File: src/rtl/pc_pkg.sv
// pc_pkg: shared vector defaults, next-PC source enum and BTB index-width helper for pc_gen.
package pc_pkg;
  localparam logic [31:0] RESET_PC = 32'h0040_0000;
  localparam logic [31:0] ILLOP_PC = 32'h8000_0004;
  localparam logic [31:0] XADR_PC  = 32'h8000_0008;
  typedef enum logic [2:0] {TRAP_X, TRAP_I, EX_REDIR, HOLD, JUMP, PRED, SEQ} src_e;
  function automatic int iw(input int depth);
    return $clog2(depth);
  endfunction
endpackage

File: src/rtl/pc_btb.sv
// pc_btb: direct-mapped branch target buffer with async-cleared valids.
// Ports: clk_i, rst_ni (async active-low), pc_i (lookup PC), upd_i/taken_i/upd_pc_i/target_i
// (update keyed on the resolving instruction's PC), hit_o/target_o (lookup result).
import pc_pkg::*;
module pc_btb #(
  parameter int DEPTH = 16
) (
  input  logic        clk_i,
  input  logic        rst_ni,
  input  logic [31:0] pc_i,
  input  logic        upd_i,
  input  logic        taken_i,
  input  logic [31:0] upd_pc_i,
  input  logic [31:0] target_i,
  output logic        hit_o,
  output logic [31:0] target_o
);
  localparam int IW = iw(DEPTH);
  localparam int TW = 30 - IW;
  logic [DEPTH-1:0] valid_q;
  logic [TW-1:0]    tag_q [DEPTH];
  logic [31:0]      tgt_q [DEPTH];
  logic [IW-1:0]    rd_idx, wr_idx;
  logic [TW-1:0]    rd_tag, wr_tag;
  logic             unused_lsb;
  assign rd_idx     = pc_i[IW+1:2];
  assign rd_tag     = pc_i[31:IW+2];
  assign wr_idx     = upd_pc_i[IW+1:2];
  assign wr_tag     = upd_pc_i[31:IW+2];
  assign unused_lsb = ^{pc_i[1:0], upd_pc_i[1:0]};
  // Lookup reads the registered arrays, so a same-cycle update is seen only next cycle.
  assign hit_o    = valid_q[rd_idx] & (tag_q[rd_idx] == rd_tag);
  assign target_o = tgt_q[rd_idx];
  always_ff @(posedge clk_i or negedge rst_ni)
    if (!rst_ni) valid_q <= '0;
    else if (upd_i & taken_i) valid_q[wr_idx] <= 1'b1;
    else if (upd_i & (tag_q[wr_idx] == wr_tag)) valid_q[wr_idx] <= 1'b0;
  // Tag/target need no reset: they are qualified by valid_q.
  always_ff @(posedge clk_i)
    if (upd_i & taken_i) begin
      tag_q[wr_idx] <= wr_tag;
      tgt_q[wr_idx] <= target_i;
    end
endmodule

File: src/rtl/pc_gen.sv
// pc_gen: pipelined next-PC generator with stall, ID jump, EX redirect, trap vectoring and kills.
// Ports: clk_i, rst_ni (async active-low); stall_i; id_jump_i/id_jt_i/id_pc_plus4_i (ID jump);
// ex_redirect_i/ex_target_i (EX redirect); ex_valid_i/ex_pc_i/exception_i/interrupt_i (traps);
// btb_upd_i/btb_taken_i/btb_target_i (BTB update); pc_o, pc_plus4_o, pred_taken_o, epc_o,
// kill_if_o/kill_id_o/kill_ex_o. Define PC_BTB_EN to build in the branch target buffer.
import pc_pkg::*;
module pc_gen #(
  parameter logic [31:0] RESET_PC  = pc_pkg::RESET_PC,
  parameter logic [31:0] ILLOP_PC  = pc_pkg::ILLOP_PC,
  parameter logic [31:0] XADR_PC   = pc_pkg::XADR_PC,
  parameter int          BTB_DEPTH = 16
) (
  input  logic        clk_i,
  input  logic        rst_ni,
  input  logic        stall_i,
  input  logic        id_jump_i,
  input  logic [25:0] id_jt_i,
  input  logic [31:0] id_pc_plus4_i,
  input  logic        ex_redirect_i,
  input  logic [31:0] ex_target_i,
  input  logic        ex_valid_i,
  input  logic [31:0] ex_pc_i,
  input  logic        exception_i,
  input  logic        interrupt_i,
  input  logic        btb_upd_i,
  input  logic        btb_taken_i,
  input  logic [31:0] btb_target_i,
  output logic [31:0] pc_o,
  output logic [31:0] pc_plus4_o,
  output logic        pred_taken_o,
  output logic [31:0] epc_o,
  output logic        kill_if_o,
  output logic        kill_id_o,
  output logic        kill_ex_o
);
  logic [31:0] pc_q, pc_d, epc_q, pred_tgt;
  logic        hit, trap_x, trap_i, trap;
  src_e        src;
  logic        unused_in;
`ifdef PC_BTB_EN
  pc_btb #(.DEPTH(BTB_DEPTH)) u_btb (
    .clk_i    (clk_i),
    .rst_ni   (rst_ni),
    .pc_i     (pc_q),
    .upd_i    (btb_upd_i),
    .taken_i  (btb_taken_i),
    .upd_pc_i (ex_pc_i),
    .target_i (btb_target_i),
    .hit_o    (hit),
    .target_o (pred_tgt)
  );
  assign unused_in = ^id_pc_plus4_i[27:0];
`else
  assign hit       = 1'b0;
  assign pred_tgt  = '0;
  assign unused_in = ^{id_pc_plus4_i[27:0], btb_upd_i, btb_taken_i, btb_target_i};
`endif
  assign trap_x = exception_i & ex_valid_i;
  // Interrupts are masked while fetching from kernel space and lose to a concurrent exception;
  // the level input keeps the request pending.
  assign trap_i = interrupt_i & ex_valid_i & ~pc_q[31] & ~trap_x;
  assign trap   = trap_x | trap_i;
  always_comb begin
    src  = trap_x        ? TRAP_X   :
           trap_i        ? TRAP_I   :
           ex_redirect_i ? EX_REDIR :
           stall_i       ? HOLD     :
           id_jump_i     ? JUMP     :
           hit           ? PRED     : SEQ;
    pc_d = src == TRAP_X   ? XADR_PC                              :
           src == TRAP_I   ? ILLOP_PC                             :
           src == EX_REDIR ? ex_target_i                          :
           src == HOLD     ? pc_q                                 :
           src == JUMP     ? {id_pc_plus4_i[31:28], id_jt_i, 2'b00} :
           src == PRED     ? pred_tgt                             : pc_plus4_o;
  end
  assign pc_plus4_o   = pc_q + 32'd4;
  assign pred_taken_o = hit & ~stall_i;
  assign kill_ex_o    = trap;
  assign kill_id_o    = trap | ex_redirect_i;
  assign kill_if_o    = trap | ex_redirect_i | (id_jump_i & ~stall_i);
  assign pc_o         = pc_q;
  assign epc_o        = epc_q;
  always_ff @(posedge clk_i or negedge rst_ni)
    if (!rst_ni) begin
      pc_q  <= RESET_PC;
      epc_q <= '0;
    end else begin
      pc_q <= pc_d;
      if (trap) epc_q <= ex_pc_i;
    end
endmodule

File: config.mk
export PLATFORM = sky130hd
export DESIGN_NAME = pc_gen
export DESIGN_NICKNAME = d
export VERILOG_FILES = /design/src/rtl/pc_pkg.sv /design/src/rtl/pc_btb.sv /design/src/rtl/pc_gen.sv
export SDC_FILE = /design/constraint.sdc
export NUM_CORES = 1
export LEC_CHECK = 0
export BUFFER_PORTS_ARGS = -buffer_cell sky130_fd_sc_hd__buf_2
export CAP_MARGIN = 10
export CORE_MARGIN = 2
export CORE_UTILIZATION = 39
export CTS_BUF_LIST = sky130_fd_sc_hd__clkbuf_4 sky130_fd_sc_hd__clkbuf_8 sky130_fd_sc_hd__clkbuf_16
export DETAILED_ROUTE_END_ITERATION = 10
export PLACE_DENSITY = 0.86
export SLEW_MARGIN = 20
export SYNTH_ARGS = -nofsm -noshare
export SYNTH_HDL_FRONTEND = slang
export SYNTH_SLANG_ARGS = --single-unit
File: constraint.sdc
create_clock -name clk_i -period 1.7 [get_ports clk_i]
set_input_delay 0.17 -clock clk_i [delete_from_list [all_inputs] [get_ports clk_i]]
set_output_delay 0.17 -clock clk_i [all_outputs]
set_load 0.02 [all_outputs]
==> qor.yml, run 1 <==
status:
  failed_checks: "setup timing"
  result_of_the_run: "finished with violations"
timing:
  rsz0062_at_grt: "true"
  timing.clock.skew_ns: 0.0139
  period_minus_slack_ns: 2.21
  maximum_frequency_from_static_timing_analysis_ghz: 0.453
  finalSetupViolCount: 51
  slew-limit-headroom_pct: 61.4
  setup_slack_ns: -0.508
  timing.final.crit_share_pct: 130
  hold-worst-slack_ns: 0.00798
  tightestPinTransition_ns: 0.579
  number_of_hold_violations_in_the_final_report: 0
  timing.final.max_slew_violations: 0
placed_design:
  post_place_cell_area_um2: 5860
  finalWeightedCongestion: 0.940
  buffer_ports.inserted: 200
  dp_hpwl_mm: 12.0
yosys:
  synthDistinctLibCells: 59
  top_cell_type_s_share_of_synthesized_area_pct: 39.5
  number_of_flops_mapped_to_enable_cells_by_yosys: 0
  yosysWarnings: 0
  ys_dominant_reg_cell: "sky130_fd_sc_hd__dfrtp_1"
  flip_flop_and_latch_count_after_synthesis: 64
  number_of_standard_cells_after_synthesis: 491
  yosysSeqAreaShare_pct: 40.2
  synthTopCellsByArea: "sky130_fd_sc_hd__dfrtp_1, sky130_fd_sc_hd__nand2_1, sky130_fd_sc_hd__xnor2_1"
  yosys-top-cells-count: "sky130_fd_sc_hd__nand2_1, sky130_fd_sc_hd__dfrtp_1, sky130_fd_sc_hd__o21ai_0"
  syn_area_um2: 3990
  synthDominantAreaCellType: "sky130_fd_sc_hd__dfrtp_1"
  synthesis.nets: 656
  most_repeated_cell_in_the_gate_level_netlist_after_synthesis: "sky130_fd_sc_hd__nand2_1"
  avgSynthCellArea_um2: 8.12
  asyncSetResetFlopFracSynth_pct: 100
cells_and_area:
  fillcell_total: 672
  multi_input_area_um2: 2750
  drive_gt1_share_pct: 55.9
  diodes: 0
  nNetsFinal: 971
  layout-area-overhead-vs-synth_pct: 81.6
  area_occupied_by_registers_um2: 1620
  finished_cell_area_um2: 7240
floorplanning:
  fp.coreArea_um2: 9860
  design.die.area_um2: 11000
  io-pin-count: 264
  number_of_cell_rows: 36
  die_w_um: 105
  die-height_um: 105
  initial_utilization_pct: 40.4
drt:
  ant_nets: 0
  drt-initial-drc-count: 562
  route.vias.total: 5289
  first_drt_pass_iteration_count: 5
  post_drt_wl_per_cell_um: 19.6
  route.detailed.drc: 0
  drt_wl_total_mm: 18.5
  via_per_inst: 5.60
clock_tree:
  htree_num_levels: 3
  clock_latency_ns: 0.35
  cts-buffers-inserted: 9
  cts-root-buf: "sky130_fd_sc_hd__clkbuf_8"
  cts_tree: "done"
  path_clk_slew_ns: 0.08
  clockBufferDepth: 2
  numClockSinks: 64
global_routing:
  antenna_violations_before_repair: 1
  gr-usage-all-layers_pct: 30.6
  busiest_layer: "met2"
  grt_util_met2_pct: 51.9
  grt_use_met3_pct: 7.74
  grt_start_max_net_pins: 32
  grt_first_pass_wirelength_mm: 26.4
  global_route.overflow_total: 0
  via_count_of_the_first_global_routing_pass: 5080
  globalRouteMet1Util_pct: 36.4
worst_setup_path:
  critPathArrivalTime_ns: 2.04
  critical_path_depth: 5
  timing.critical_path.mode_cell: "sky130_fd_sc_hd__nand4_1"
  ff2ff_path_depth: 6
  critical_path.top_delay_family: "simple AND/OR/NAND/NOR gates"
  slowest_stage: "sky130_fd_sc_hd__dfstp_2"
  critical_path.cell_chain: "nand4_1 -> nor4_1 -> nand4_1 -> xnor2_1 -> buf_4"
  timing.critical_path.from_type: "flop"
  cp_data_required_time_ns: 1.53
  critical_path_class: "flop to primary output"
  worst_path_largest_cell_delay_ns: 0.54
  timing.critical_path.from: "pc_o[22]"
  crit-reg2reg-launch: "pc_o[22]"
  worstPathBufferInverterCount: 1
  timing.reg2reg.setup_slack_ns: -0.43
  worst_r2r_endpoint: "pc_o[31]"
  crit_end: "pc_plus4_o[31]"
  critical_path.max_fanout: 2
  setup.worst_path.end_class: "primary output"
power_and_ir_drop:
  peakVddDrop_mv: 0.537
  power_density_nw_per_um2: 818
  p_leak_uw: 0.00378
flow_run:
  max_cap_violations: 0
worst_hold_path:
  hp-class: "primary input to flop"
how the worst min path moves through the flow:
stage / slack (ns) / from / endpoint / depth (start not counted)
2_1_floorplan: -0.13 / rst_ni / epc_o[0] / 0
3_3_place_gp: 0.18 / rst_ni / pc_o[29] / 1
3_5_place_dp: 0.18 / rst_ni / pc_o[29] / 1
4_1_cts: 0.002 / ex_pc_i[31] / epc_o[31] / 3
5_1_grt: 0.01 / ex_pc_i[31] / epc_o[31] / 3
6_report: 0.008 / ex_pc_i[15] / epc_o[15] / 3
sequential cells by signal, indices dropped and copies added (netlist names):
register and flops:
pc_o 32, epc_o 32
layer usage:
layer / part of all wire, % / wire length [µm]
met5: 0 / 0
met4: 4.2 / 783
met3: 9.6 / 1780
met2: 49 / 9110
met1: 37 / 6870
cell type report:
cell class | count | area share, %
tap | 133 | 2.30
timing repair buffer | 338 | 33.1
inverter | 12 | 0.691
clock inverter | 6 | 1.59
sequential | 64 | 22.4
clock buffer | 10 | 1.90
multi-input combinational | 381 | 38.0
where the power goes:
part / internal, µW / switching [µW] / total (µW)
Combinational: 987 / 1340 / 2330
Clock: 1020 / 671 / 1690
Sequential: 1730 / 164 / 1900
Total: 3740 / 2180 / 5920
logic make-up after synthesis:
logic type                 Yosys count  share of synthesized area, %
AOI/OAI and AO/OA                  118                          18.9
xor gates and xnor gates            26                          5.71
adders and majority gates            1                         0.314
buffers and inverters               46                          5.71
DFF                                 64                          40.2
muxes                                6                          1.51
other                                1                        0.0940
and+or+nand+nor                    229                          27.6
layout by cell type (no fill, tap or decap), drive strengths merged, types with 3 or more instances in the layout:
master	instances
buf	333
nand2	133
dfrtp	63
o21ai	30
a21oi	26
nand3	24
nor2	20
xnor2	17
nor3	14
inv	12
clkbuf	12
o22ai	9
nand4	9
xor2	9
nor4	7
a211oi	7
o21a	6
a22oi	6
mux2i	6
and3	6
a21o	5
nand2b	4
o2bb2ai	4
o21bai	4
o211ai	4
a31oi	4
bufinv	3
tightest hold or removal path: cells and delay by family:
kind | cells | cell delay (ns)
buffers and inverters | 1 | 0.07
and+or+nand+nor | 2 | 0.09
through the flow:
step / std cells / setup TNS [ns] / total power [µW] / worst slack (ns) / util, %
global placement: 870 / -0.943 / 3790 / -0.0942 / 59.4
CTS: 910 / -7.54 / 5690 / -0.401 / 67.7
detailed placement: 870 / -1.27 / 3830 / -0.119 / 59.4
global route: 944 / -15.65 / 6170 / -0.610 / 73.4
finish: 944 / -11.06 / 5920 / -0.508 / 73.4
floorplan: 491 / -1.77 / 2980 / -0.158 / -
repair_timing:
action | 4_1_cts | 5_1_grt
gates cloned | 1 | 2
hold endpoints to repair | 16 | 0
pin swaps | 39 | 34
hold buffers | 2 | 0
resized for setup | 89 | 58
setup endpoints to repair | 39 | 50
buffers inserted | 21 | 36
(Power assumes the default switching activity.)
==> run 2, diff against run 1 <==
Settings changed: RECOVER_POWER set to 25.
==> run 2 against run 1 <==
Net effect: the run still ends with setup timing left; sequential share of layout area up 0.082 points; clock skew down 0.0012 ns; hold slack worse by 0.00091 ns; wire length up 0.20%; largest power group unchanged.
==> qor.yml, run 2 (same netlist as run 1, synthesis figures left out) <==
flow_run:
  max_cap_violations: 0  # unchanged
timing:
  timing.clock.skew_ns: 0.0127  # -0.00121 ns
  setup_slack_ns: -0.519  # -0.0106 ns
  timing.final.crit_share_pct: 131  # +0.62 points
  number_of_hold_violations_in_the_final_report: 0  # unchanged
  period_minus_slack_ns: 2.22  # +0.0106 ns
  hold-worst-slack_ns: 0.00707  # -0.000912 ns
  rsz0062_at_grt: "true"
  slew-limit-headroom_pct: 20.4  # -41 points
  tightestPinTransition_ns: 1.19  # +0.615 ns
  maximum_frequency_from_static_timing_analysis_ghz: 0.451  # -0.48%
  finalSetupViolCount: 50  # -2.0%
  timing.final.max_slew_violations: 0  # unchanged
worst_setup_path:
  critical_path_class: "flop to primary output"
  critical_path.max_fanout: 2  # unchanged
  critical_path.top_delay_family: "simple AND/OR/NAND/NOR gates"
  timing.critical_path.from_type: "flop"
  critical_path.cell_chain: "nand4_1 -> nor4_1 -> nand4_1 -> xnor2_1 -> buf_4"
  worst_path_largest_cell_delay_ns: 0.55  # about the same
  slowest_stage: "sky130_fd_sc_hd__dfstp_2"
  critPathArrivalTime_ns: 2.05  # about the same
  cp_data_required_time_ns: 1.53  # about the same
  setup.worst_path.end_class: "primary output"
  worstPathBufferInverterCount: 1  # unchanged
  timing.critical_path.mode_cell: "sky130_fd_sc_hd__nand4_1"
placed_design:
  post_place_cell_area_um2: 5860  # unchanged
  buffer_ports.inserted: 200  # unchanged
  finalWeightedCongestion: 0.940  # unchanged
  dp_hpwl_mm: 12.0  # unchanged
global_routing:
  global_route.overflow_total: 0  # unchanged
  via_count_of_the_first_global_routing_pass: 5080  # unchanged
  grt_first_pass_wirelength_mm: 26.4  # unchanged
  antenna_violations_before_repair: 1  # unchanged
  gr-usage-all-layers_pct: 30.6  # unchanged
  grt_start_max_net_pins: 32  # unchanged
cells_and_area:
  fillcell_total: 677  # +0.74%
  layout-area-overhead-vs-synth_pct: 80.9
  finalCoreUtilization_pct: 73.1  # -0.27 points
  final_common_cell: "sky130_fd_sc_hd__buf_2"
  finished_cell_area_um2: 7210  # -0.36%
  diodes: 0  # unchanged
  drive_gt1_share_pct: 55.7  # -0.12 points
  nNetsFinal: 971  # unchanged
  highest_count_cells_in_the_layout_ignoring_fill_and_taps: "sky130_fd_sc_hd__buf_2, sky130_fd_sc_hd__buf_4, sky130_fd_sc_hd__nand2_1"
floorplanning:
  initial_utilization_pct: 40.4  # unchanged
  die-height_um: 105  # unchanged
  fp.coreArea_um2: 9860  # unchanged
  number_of_cell_rows: 36  # unchanged
  io-pin-count: 264  # unchanged
  die_w_um: 105  # unchanged
  design.die.area_um2: 11000  # unchanged
power_and_ir_drop:
  cell_internal_pwr_uw: 3740  # -0.18%
  clockPowerShare_pct: 28.7  # about the same
  power_density_nw_per_um2: 820  # +0.26%
  netSwitchingFraction_pct: 36.8  # +0.045 points
  p_leak_uw: 0.00377  # -0.32%
  combinationalPowerShare_pct: 39.2  # about the same
  peakVddDrop_mv: 0.535  # -0.33%
  net-switching-power_uw: 2180  # about the same
  seq_power_share_pct: 32.1  # about the same
clock_tree:
  cts-buffers-inserted: 9  # unchanged
  clock_latency_ns: 0.35  # about the same
  numClockSinks: 64  # unchanged
  path_clk_slew_ns: 0.09  # about the same
  cts_tree: "done"
  htree_num_levels: 3  # unchanged
  clockBufferDepth: 2  # unchanged
  cts-root-buf: "sky130_fd_sc_hd__clkbuf_8"
status:
  result_of_the_run: "finished with violations"
  failed_checks: "setup timing"
drt:
  drt-initial-drc-count: 563  # +0.18%
  top_layer: "met4"
  met2_length_mm: 9.11  # about the same
  post_drt_wl_per_cell_um: 19.7  # +0.20%
  first_drt_pass_iteration_count: 7  # +2
  route.detailed.drc: 0  # unchanged
  wl_met3_mm: 1.81  # +1.7%
  ant_nets: 0  # unchanged
  route.vias.total: 5284  # -0.095%
  via_per_inst: 5.60  # about the same
  drt_wl_total_mm: 18.6  # +0.20%
  wirelength_met1_mm: 6.92  # +0.60%
worst_hold_path:
  hp-class: "primary input to flop"
-- run 2: power groups by stage --
| stage | combinational [µW] | clock [µW] | sequential (µW) |
|---|---|---|---|
| detailed placement | 1930 | 0 | 1910 |
| floorplan | 772 | 0 | 2210 |
| global route | 2460 | 1780 | 1920 |
| global placement | 1890 | 0 | 1900 |
| finish | 2320 | 1700 | 1900 |
| CTS | 2100 | 1700 | 1890 |
-- run 2: metal layers --
| metal | vias to the layer above | track usage (%) |
|---|---|---|
| li1 | 2339 | - |
| met1 | 2507 | 36.4 |
| met5 | - | 0 |
| met4 | 0 | 13.8 |
| met3 | 73 | 7.74 |
| met2 | 365 | 51.9 |
-- run 2: worst reg2reg max path, stage by stage, from the launching register on --
cell and delay, ns:
sky130_fd_sc_hd__dfstp_2 0.55, sky130_fd_sc_hd__nand4_1 0.19, sky130_fd_sc_hd__nor4_1 0.27, sky130_fd_sc_hd__nand4_1 0.25
sky130_fd_sc_hd__buf_4 0.22, sky130_fd_sc_hd__or4b_1 0.49, sky130_fd_sc_hd__nand3_1 0.10
-- run 2: final timing paths --
kind | from | endpoint | slack, ns | depth (start not counted)
worst max-delay path | pc_o[22] | pc_plus4_o[31] | -0.52 | 5
worst min-delay path | ex_pc_i[15] | epc_o[15] | 0.007 | 3
worst max register to register | pc_o[22] | pc_o[31] | -0.44 | 6
worst min register to register | epc_o[2] | epc_o[2] | 0.48 | 2
max in group asynchronous | rst_ni | pc_o[13] | 0.07 | 3
min in group asynchronous | rst_ni | pc_o[27] | 0.58 | 2
-- run 2: area by class of cell --
cell class | instances | area (µm²) | area share [%]
Inverter | 12 | 50.0 | 0.694
Multi-Input combinational cell | 381 | 2750 | 38.2
Timing Repair Buffer | 338 | 2370 | 32.8
Sequential cell | 64 | 1620 | 22.5
Clock buffer | 10 | 138 | 1.91
Tap cell | 133 | 166 | 2.31
Clock inverter | 6 | 115 | 1.60
-- run 2: metrics by stage --
step / power, µW / worst slack (ns) / cells / TNS [ns]
after floorplan: 2980 / -0.158 / 491 / -1.77
after global placement: 3790 / -0.0942 / 870 / -0.943
after detailed placement: 3830 / -0.119 / 870 / -1.27
after CTS: 5690 / -0.401 / 910 / -7.54
after global routing: 6160 / -0.610 / 944 / -19.17
final: 5910 / -0.519 / 944 / -11.10
-- run 2: what timing repair did --
action,4_1_cts,5_1_grt
gates resized for setup,89,58
endpoints found under the hold margin,16,0
pin swaps,39,34
endpoints found under the setup margin,39,50
hold buffers,2,0
setup buffers,21,36
cloned,1,2
